**config.mk**
```make
export PLATFORM = sky130hd
export DESIGN_NAME = spi_program_loader
export DESIGN_NICKNAME = d
export VERILOG_FILES = /design/src/rtl/spi_program_loader.sv
export SDC_FILE = /design/constraint.sdc
export NUM_CORES = 1
export LEC_CHECK = 0
export CAP_MARGIN = 20
export CORE_MARGIN = 4
export CORE_UTILIZATION = 45
export DETAILED_ROUTE_END_ITERATION = 12
export GPL_TIMING_DRIVEN = 0
export MAX_ROUTING_LAYER = met4
export PLACE_DENSITY = 0.74
export SLEW_MARGIN = 0
export SYNTH_ARGS = -nofsm -noshare
export SYNTH_HDL_FRONTEND = slang
export SYNTH_SLANG_ARGS = --single-unit
```
**constraint.sdc**
```tcl
create_clock -name clk -period 4.8 [get_ports clk]
set_clock_uncertainty 0.2 [all_clocks]
set_input_delay 0.96 -clock clk [delete_from_list [all_inputs] [get_ports clk]]
set_output_delay 0.96 -clock clk [all_outputs]
set_load 0.05 [all_outputs]
```
**src/rtl/spi_program_loader.sv**
```systemverilog
// Buffers host {addr, instr} words and shifts them into the processor's receive buffer, then runs it.
// Optional run watchdog enabled by defining LOADER_TIMEOUT_EN.
module spi_program_loader #(
   parameter int FIFO_DEPTH     = 4,
   parameter int GAP_CYCLES     = 2,
   parameter int MAX_RUN_CYCLES = 255
) (
   input  logic       clk,
   input  logic       rst,
   input  logic       wr_valid_in,
   output logic       wr_ready_out,
   input  logic [3:0] wr_addr_in,
   input  logic [7:0] wr_data_in,
   input  logic       start_in,
   output logic       busy_out,
   output logic       run_done_out,
   output logic       timeout_out,
   output logic       csi_n_out,
   output logic       csd_n_out,
   output logic       mosi_out,
   output logic       proc_en_out,
   input  logic       proc_done_in
);

   localparam int PTR_W = $clog2(FIFO_DEPTH);
   localparam int GAP_W = $clog2(GAP_CYCLES + 1);

   localparam logic [PTR_W-1:0] PTR_ONE  = PTR_W'(1);
   localparam logic [PTR_W:0]   CNT_ONE  = (PTR_W + 1)'(1);
   localparam logic [PTR_W:0]   CNT_FULL = (PTR_W + 1)'(FIFO_DEPTH);
   localparam logic [GAP_W-1:0] GAP_ONE  = GAP_W'(1);
   localparam logic [GAP_W-1:0] GAP_LAST = GAP_W'(GAP_CYCLES - 1);

   localparam logic [2:0] S_IDLE     = 3'd0;
   localparam logic [2:0] S_SETUP    = 3'd1;
   localparam logic [2:0] S_SHIFT    = 3'd2;
   localparam logic [2:0] S_GAP      = 3'd3;
   localparam logic [2:0] S_RUN_WAIT = 3'd4;
   localparam logic [2:0] S_RUN      = 3'd5;

   if (FIFO_DEPTH < 2 || (FIFO_DEPTH & (FIFO_DEPTH - 1)) != 0) begin : g_bad_depth
      $error("FIFO_DEPTH must be a power of 2 and at least 2");
   end
   if (GAP_CYCLES < 2) begin : g_bad_gap
      $error("GAP_CYCLES must be at least 2");
   end
   if (MAX_RUN_CYCLES < 1) begin : g_bad_max_run
      $error("MAX_RUN_CYCLES must be at least 1");
   end

   logic [11:0]      fifo_mem [FIFO_DEPTH];
   logic [PTR_W-1:0] wr_ptr_q, wr_ptr_d;
   logic [PTR_W-1:0] rd_ptr_q, rd_ptr_d;
   logic [PTR_W:0]   count_q, count_d;
   logic [2:0]       state_q, state_d;
   logic [11:0]      sr_q, sr_d;
   logic [3:0]       bit_cnt_q, bit_cnt_d;
   logic [GAP_W-1:0] gap_cnt_q, gap_cnt_d;
   logic             start_pending_q, start_pending_d;

   logic full;
   logic empty;
   logic push;
   logic pop;
   logic run_hit;

   assign full  = (count_q == CNT_FULL);
   assign empty = (count_q == '0);
   assign push  = wr_valid_in & ~full;

   always_ff @(posedge clk) begin
      if (push) begin
         fifo_mem[wr_ptr_q] <= {wr_data_in, wr_addr_in};
      end
   end

   always_comb begin
      wr_ptr_d = wr_ptr_q;
      rd_ptr_d = rd_ptr_q;
      count_d  = count_q;
      if (push) begin
         wr_ptr_d = wr_ptr_q + PTR_ONE;
      end
      if (pop) begin
         rd_ptr_d = rd_ptr_q + PTR_ONE;
      end
      unique case ({push, pop})
         2'b10:   count_d = count_q + CNT_ONE;
         2'b01:   count_d = count_q - CNT_ONE;
         default: count_d = count_q;
      endcase
   end

   always_comb begin
      state_d   = state_q;
      sr_d      = sr_q;
      bit_cnt_d = bit_cnt_q;
      gap_cnt_d = gap_cnt_q;
      pop       = 1'b0;
      unique case (state_q)
         S_IDLE: begin
            // Loading always wins over running a pending start.
            if (!empty) begin
               pop     = 1'b1;
               sr_d    = fifo_mem[rd_ptr_q];
               state_d = S_SETUP;
            end else if (start_pending_q) begin
               state_d = S_RUN_WAIT;
            end
         end
         S_SETUP: begin
            bit_cnt_d = '0;
            state_d   = S_SHIFT;
         end
         S_SHIFT: begin
            sr_d = {1'b0, sr_q[11:1]};
            if (bit_cnt_q == 4'd11) begin
               gap_cnt_d = '0;
               state_d   = S_GAP;
            end else begin
               bit_cnt_d = bit_cnt_q + 4'd1;
            end
         end
         S_GAP: begin
            if (gap_cnt_q == GAP_LAST) begin
               state_d = S_IDLE;
            end else begin
               gap_cnt_d = gap_cnt_q + GAP_ONE;
            end
         end
         S_RUN_WAIT: begin
            if (run_hit) begin
               state_d = S_IDLE;
            end else if (!proc_done_in) begin
               state_d = S_RUN;
            end
         end
         S_RUN: begin
            if (proc_done_in || run_hit) begin
               state_d = S_IDLE;
            end
         end
         default: state_d = S_IDLE;
      endcase
   end

   always_comb begin
      start_pending_d = start_pending_q;
      if (state_q == S_IDLE && empty && start_pending_q) begin
         start_pending_d = 1'b0;
      end
      if (start_in) begin
         start_pending_d = 1'b1;
      end
   end

   always_ff @(posedge clk) begin
      if (rst) begin
         wr_ptr_q        <= '0;
         rd_ptr_q        <= '0;
         count_q         <= '0;
         state_q         <= S_IDLE;
         sr_q            <= '0;
         bit_cnt_q       <= '0;
         gap_cnt_q       <= '0;
         start_pending_q <= 1'b0;
      end else begin
         wr_ptr_q        <= wr_ptr_d;
         rd_ptr_q        <= rd_ptr_d;
         count_q         <= count_d;
         state_q         <= state_d;
         sr_q            <= sr_d;
         bit_cnt_q       <= bit_cnt_d;
         gap_cnt_q       <= gap_cnt_d;
         start_pending_q <= start_pending_d;
      end
   end

`ifdef LOADER_TIMEOUT_EN
   localparam int RUN_W = ($clog2(MAX_RUN_CYCLES + 1) < 8) ? 8
                        : $clog2(MAX_RUN_CYCLES + 1);
   localparam logic [RUN_W-1:0] RUN_ONE  = RUN_W'(1);
   localparam logic [RUN_W-1:0] RUN_LAST = RUN_W'(MAX_RUN_CYCLES - 1);

   logic [RUN_W-1:0] run_cnt_q, run_cnt_d;
   logic             timeout_q, timeout_d;
   logic             in_run;
   logic             run_enter;

   assign in_run    = (state_q == S_RUN_WAIT) || (state_q == S_RUN);
   assign run_enter = (state_q == S_IDLE) && (state_d == S_RUN_WAIT);
   // Last counted cycle: leaving now gives exactly MAX_RUN_CYCLES enabled cycles.
   assign run_hit   = in_run && (run_cnt_q == RUN_LAST);

   always_comb begin
      run_cnt_d = run_cnt_q;
      timeout_d = timeout_q;
      if (run_enter) begin
         run_cnt_d = '0;
         timeout_d = 1'b0;
      end else if (in_run) begin
         run_cnt_d = run_cnt_q + RUN_ONE;
         if (run_hit && !run_done_out) begin
            timeout_d = 1'b1;
         end
      end
   end

   always_ff @(posedge clk) begin
      if (rst) begin
         run_cnt_q <= '0;
         timeout_q <= 1'b0;
      end else begin
         run_cnt_q <= run_cnt_d;
         timeout_q <= timeout_d;
      end
   end

   assign timeout_out = timeout_q;
`else
   assign run_hit     = 1'b0;
   assign timeout_out = 1'b0;
`endif

   assign wr_ready_out = ~full;
   assign busy_out     = (state_q != S_IDLE) | ~empty | start_pending_q;
   assign csi_n_out    = ~((state_q == S_SETUP) || (state_q == S_SHIFT));
   assign csd_n_out    = 1'b1;
   assign mosi_out     = ~csi_n_out & sr_q[0];
   assign run_done_out = (state_q == S_RUN) & proc_done_in;
   // Enable drops in the very cycle done returns so EXEC is not re-entered.
   assign proc_en_out  = (state_q == S_RUN_WAIT)
                       | ((state_q == S_RUN) & ~proc_done_in);

endmodule

```
==> results of run 1 <==
layer usage:
| metal | share of wire (%) | track usage, % | up-vias |
|---|---|---|---|
| li1 | - | - | 963 |
| met2 | 49 | 23.2 | 33 |
| met1 | 45 | 17.1 | 954 |
| met3 | 4.4 | 5.69 | 7 |
| met5 | 0 | - | - |
| met4 | 1.2 | 4.57 | 0 |
kinds of logic after synthesis:
group / share of synthesized area (%)
and+or+nand+nor: 10.3
AOI/OAI and AO/OA: 8.51
DFF: 62.0
adders and majority gates: 3.24
muxes: 8.84
xor gates and xnor gates: 2.37
buffers and inverters: 4.44
other: 0.226
worst min-delay path by stage:
| stage | slack, ns | startpoint | to |
|---|---|---|---|
| global route | 0.28 | sr_q[4] | sr_q[3] |
| global placement | 0.24 | sr_q[11] | sr_q[10] |
| finish | 0.25 | sr_q[4] | sr_q[3] |
| floorplan | 0.23 | sr_q[11] | sr_q[10] |
| CTS | 0.25 | sr_q[4] | sr_q[3] |
| detailed placement | 0.25 | sr_q[2] | sr_q[1] |
power breakdown:
group,internal [W],switching [W]
Combinational,0.000341,0.000440
Sequential,0.000851,0.0000682
Clock,0.000241,0.000240
Total,0.00143,0.000748
placed cells by master, fill, tap and decap left out, types with 2 or more instances in the layout:
cell type / instances
conb_1: 2
a311o_1: 2
a21oi_1: 19
dfxtp_1: 31
nand2b_1: 2
buf_2: 3
buf_4: 2
edfxtp_1: 48
o21ai_0: 3
mux4_2: 11
inv_1: 11
nor3_1: 4
clkbuf_8: 11
xor2_1: 6
and3_1: 4
nor2b_1: 2
or3_1: 2
xnor2_1: 3
nand3_1: 2
clkbuf_1: 4
a22oi_1: 11
nor3b_2: 2
mux2i_1: 2
buf_6: 3
ha_1: 7
nand2_1: 20
and2_1: 2
nand3b_1: 2
nor2_1: 13
inv_6: 2
clkdlybuf4s50_1: 22
through the flow:
step,instances,worst slack [ns],cell area [sq um]
after floorplan,243,1.79,3320
after global placement,364,1.22,3670
after detailed placement,364,1.22,3670
after CTS,379,1.21,3860
after global routing,379,1.14,3860
final,379,1.22,3860
sequential cells by signal, summed over array words and instances (netlist names), named ones only:
signal and cells:
state_q 3, count_q 3, sr_q 12, fifo_mem 48, start_pending_q 1, gap_cnt_q 2, rd_ptr_q 2, wr_ptr_q 2
bit_cnt_q 4
cell type report:
type | count | area, sq um | share of cell area [%]
clock inverters | 6 | 68.8 | 1.78
repair buffers | 22 | 220 | 5.70
plain buffers | 14 | 106 | 2.75
well taps | 99 | 124 | 3.21
flip-flops and latches | 79 | 2060 | 53.4
inverters | 11 | 41.3 | 1.07
clock buffers | 9 | 124 | 3.21
multi-input cells | 139 | 1110 | 28.9
critical path, cell delays in order:
cell and delay, ns:
clkdlybuf4s50_1 0.51, nand2_1 0.06, nor2_1 0.09, clkdlybuf4s50_1 0.80
==> flow_summary_export.csv, run 1 <==
group,metric,value,unit
timing,period_needed,3.58,ns
timing,hold_violations,0,
finish,utilization,53.5,%
finish,diodes,0,
logic_synthesis,synth.top_cells.by_count,"48 x edfxtp_1, 31 x dfxtp_1, 20 x nand2_1, 19 x a21oi_1, 13 x nor2_1",
logic_synthesis,synth_edf_count,48,
critical_path,path_class,"input pin to output pin",
clocking,cts_tree,"done",
critical_path,crit_path_end_kind,"output pin",
finish,fillers,610,
critical_path,arrival,2.42,ns
hold_path,whs_path_depth,2,
logic_synthesis,yosysMostFrequentCell,"edfxtp_1",
outcome,status,"finished clean",
global_route,grt_pass1_wl,9420,microns
critical_path,startpoint,"proc_done_in",
timing,fin_tns_setup,0,ns
logic_synthesis,avgSynthCellArea,13.7,sq um
power_and_ir_drop,p_leak,1.33,nW
detailed_routing,ant_nets,0,
job,maxCapViolCount,0,
clocking,path_clk_slew,0.08,ns
critical_path,crit_path_end,"run_done_out",
detailed_routing,vias_per_cell,5.16,
timing,setup_viol,0,
hold_path,hold_path.class,"flip-flop to flip-flop",
detailed_routing,wl_per_cell,14.8,microns
placed_design,hpwl,3720,microns
clocking,numCtsBuffers,9,
floorplanning,die-area,8830,sq um
detailed_routing,wl,5610,microns
timing,slew_violations,0,
logic_synthesis,syn_inst,243,
power_and_ir_drop,finalPower,0.00218,W
floorplanning,core_area,7210,sq um
logic_synthesis,synth.largest_area_cell,"edfxtp_1",
timing,holdWs,0.254,ns
critical_path,rr_startpoint,"state_q[1]",
logic_synthesis,synth.area.top_cells,"edfxtp_1 43%, dfxtp_1 19%, mux4_2 7.5%",
detailed_routing,drtIter0Drc,120,
clocking,cts_buffer_depth,2,
floorplanning,num_rows,31,
timing,tightest_slew,0.677,ns
finish,syn2layout_area_growth,16.1,%
logic_synthesis,yosysWarnings,0,
clocking,root_buffer,"clkbuf_8",
logic_synthesis,synth_top_area_share,43.4,%
global_route,antenna_found_initial,0,
global_route,gr-total-overflow,0,
logic_synthesis,syn_nets,268,
finish,drive_gt1_share,15.0,%
clocking,clk_latency,0.35,ns
logic_synthesis,syn-cell-area,3320,sq um
critical_path,r2r-end,"count_q[2]",
clocking,htree_levels,3,
logic_synthesis,synth-seq-area-share,62.0,%
critical_path,r2r_cells,11,
clocking,cts.sinks,79,
logic_synthesis,async_reset_ff_share,0,%
power_and_ir_drop,irDropWorstVdd,0.000262,V
power_and_ir_drop,powerDensity,565,nW/um^2
global_route,grt_start_max_net_pins,15,
clocking,post_cts_buffers,0,
floorplanning,num_io_pins,25,
critical_path,start_kind,"input pin",
floorplanning,dieHeight,94.0,microns
logic_synthesis,ys_types,47,
critical_path,crit_required,3.64,ns
logic_synthesis,synth_top_flop_cell,"edfxtp_1",
detailed_routing,vias,1957,
timing,fin_crit_sh,74.6,%
logic_synthesis,yosys_register_bits,79,
global_route,grt_pass1_vias,1991,
timing,max_freq,279,MHz
critical_path,cp_max_fo,3,
placed_design,io_buffers,22,
floorplanning,die_x,94.0,microns
timing,grt_setup_unrepaired,"false",
finish,nNetsFinal,301,
placed_design,gp_routability_congestion,0.834,
global_route,grt_util_all_layers,14.6,%
timing,slew_headroom,54.9,%
detailed_routing,drtPass1Iterations,4,
floorplanning,start_util,46.1,%
detailed_routing,drc,0,
clocking,ctsHoldBuffers,0,
critical_path,reg2reg_slack,2.11,ns
clocking,cts-resized-gates,0,
Note: power is estimated with default switching activity, not from simulation.
==> run 2, diff against run 1 <==
==> constraint.sdc (replaced) <==
create_clock -name clk -period 3.7 [get_ports clk]
set_clock_uncertainty 0.2 [all_clocks]
set_input_delay 0.74 -clock clk [delete_from_list [all_inputs] [get_ports clk]]
set_output_delay 0.74 -clock clk [all_outputs]
set_load 0.05 [all_outputs]
==> results of run 2 <==
The final DEF is identical to that of run 1. Status: finished clean.
Main changes from that run: setup slack after placement 1.22 ns -> 0.557 ns; setup slack after layout 1.22 ns -> 0.547 ns; start point of the critical path proc_done_in -> state_q[0]; end point of the critical path run_done_out -> mosi_out; register-to-register setup slack 2.11 ns -> 1.01 ns; total power 0.00218 W -> 0.00283 W; worst IR drop on VDD 0.000262 V -> 0.000339 V
==> run 3, diff against run 2 <==
--- a/config.mk
+++ b/config.mk
@@ -6,7 +6,7 @@
 export NUM_CORES = 1
 export LEC_CHECK = 0
 export CAP_MARGIN = 20
-export CORE_MARGIN = 4
+export CORE_MARGIN = 2
 export CORE_UTILIZATION = 45
 export DETAILED_ROUTE_END_ITERATION = 12
 export GPL_TIMING_DRIVEN = 0
==> run 3 against run 2 <==
  * First-iteration DRC count down 26%
  * Global-route usage increased by 1.6 points
  * Largest power group unchanged
  * Combinational power about the same
  * Largest cell class unchanged
  * Count of clock-buffer cells in the layout up 1
  * Core utilization is 0.28 points lower
  * Register-to-register slack hardly changed
  * Non-clock buffer count unchanged
==> flow_summary_export.csv, run 3 (synthesis gave the netlist of run 1 again) <==
group,metric,value,unit
clocking,cts_tree,"done",
floorplanning,num_io_pins,25,
detailed_routing,wl,5690,microns
placed_design,gp_routability_congestion,0.811,
detailed_routing,vias_per_cell,5.17,
job,maxCapViolCount,0,
global_route,top_usage_layer,"met2",
global_route,grt_start_max_net_pins,15,
critical_path,r2r_cells,11,
timing,tightest_slew,0.703,ns
clocking,path_clk_slew,0.07,ns
finish,utilization,53.2,%
floorplanning,core_area,7210,sq um
detailed_routing,drc,0,
finish,final_cells,380,
timing,slew_violations,0,
floorplanning,num_rows,31,
clocking,numCtsBuffers,9,
floorplanning,die_x,90.0,microns
power_and_ir_drop,finalPower,0.00276,W
critical_path,crit_required,2.76,ns
critical_path,crit_path_end,"run_done_out",
placed_design,io_buffers,22,
timing,grt_setup_unrepaired,"false",
detailed_routing,drtPass1Iterations,4,
timing,setup_viol,0,
timing,max_freq,318,MHz
floorplanning,die-area,8090,sq um
finish,largest_register_ffs,48,
clocking,cts.sinks,79,
critical_path,arrival,2.21,ns
finish,final_common_cell,"edfxtp_1",
hold_path,hold_path.class,"flip-flop to flip-flop",
finish,diodes,0,
clocking,htree_levels,3,
floorplanning,start_util,46.1,%
detailed_routing,wl_per_cell,15.0,microns
global_route,grt_util_all_layers,16.2,%
clocking,root_buffer,"clkbuf_8",
detailed_routing,ant_nets,0,
clocking,cts_buffer_depth,2,
clocking,post_cts_buffers,0,
global_route,use_met2,26.5,%
finish,drive_gt1_share,14.6,%
power_and_ir_drop,p_leak,1.32,nW
detailed_routing,drtIter0Drc,89,
placed_design,hpwl,3910,microns
critical_path,r2r-end,"count_q[2]",
critical_path,reg2reg_slack,1.00,ns
critical_path,rr_startpoint,"state_q[1]",
global_route,grtUsageMet3,3.86,%
global_route,grt_pass1_wl,9860,microns
timing,fin_crit_sh,85.0,%
critical_path,cp_max_fo,3,
global_route,grtUsageMet1,18.8,%
critical_path,startpoint,"proc_done_in",
clocking,clk_latency,0.35,ns
finish,syn2layout_area_growth,15.5,%
critical_path,start_kind,"input pin",
timing,period_needed,3.15,ns
global_route,grt_pass1_vias,2113,
global_route,gr-total-overflow,0,
finish,reg_top3,"fifo_mem: 48 flops, sr_q: 12 flops, bit_cnt_q: 4 flops",
finish,nNetsFinal,301,
power_and_ir_drop,irDropWorstVdd,0.000368,V
power_and_ir_drop,powerDensity,718,nW/um^2
detailed_routing,vias,1966,
placed_design,placed_cells,364,
outcome,status,"finished clean",
clocking,ctsHoldBuffers,0,
critical_path,path_class,"input pin to output pin",
timing,slew_headroom,53.1,%
critical_path,crit_path_end_kind,"output pin",
global_route,antenna_found_initial,0,
timing,holdWs,0.251,ns
finish,most-common-layout-cells,"48 x edfxtp_1, 31 x dfxtp_1, 22 x clkdlybuf4s50_1, 20 x nand2_1, 19 x a21oi_1",
timing,fin_tns_setup,0,ns
finish,regMostFlops,"fifo_mem",
floorplanning,dieHeight,90.0,microns
timing,hold_violations,0,
clocking,cts-resized-gates,0,
## run 3: cell count changes in the layout (fill, tap and decap cells not counted), sizes merged
cell      change
bufinv        -1
clkbuf        +1
clkinv        +1
clkinvlp      +1
inv           -1
## run 3: worst min path at each step
stage,startpoint,to,slack (ns),cells after the start
detailed placement,gap_cnt_q[1],gap_cnt_q[1],0.25,2
finish,sr_q[11],sr_q[10],0.25,2
global placement,sr_q[11],sr_q[10],0.24,2
floorplan,sr_q[11],sr_q[10],0.23,2
global route,sr_q[2],sr_q[1],0.28,2
CTS,sr_q[11],sr_q[10],0.26,2
## run 3: power by group
part | switching [W] | internal [W]
clock network | 0.000309 | 0.000246
registers | 0.0000836 | 0.00110
logic | 0.000574 | 0.000443
## run 3: metrics by stage
| step | area (sq um) | worst slack [ns] |
|---|---|---|
| after floorplan | 3320 | 0.907 |
| after global placement | 3670 | 0.560 |
| after detailed placement | 3670 | 0.551 |
| after CTS | 3840 | 0.551 |
| after global routing | 3840 | 0.458 |
| final | 3840 | 0.553 |
## run 3: final cells by class
cell class	instances	area [sq um]
buffer	14	106
tap	99	124
fill	628	3370
inverter	11	41.3
timing repair buffer	22	220
clock inverter	6	45.0
sequential	79	2060
multi-input combinational	139	1110
clock buffer	10	128
## run 3: worst max-delay path, stage by stage
cell	delay (ns)
clkdlybuf4s50_1	0.52
nand2_1	0.07
nor2_1	0.08
clkdlybuf4s50_1	0.80
## run 3: routing by layer
| metal | wire (microns) | vias to the layer above |
|---|---|---|
| met5 | 0 | - |
| met4 | 144 | 0 |
| met3 | 194 | 11 |
| met2 | 2820 | 37 |
| met1 | 2530 | 955 |
| li1 | - | 963 |
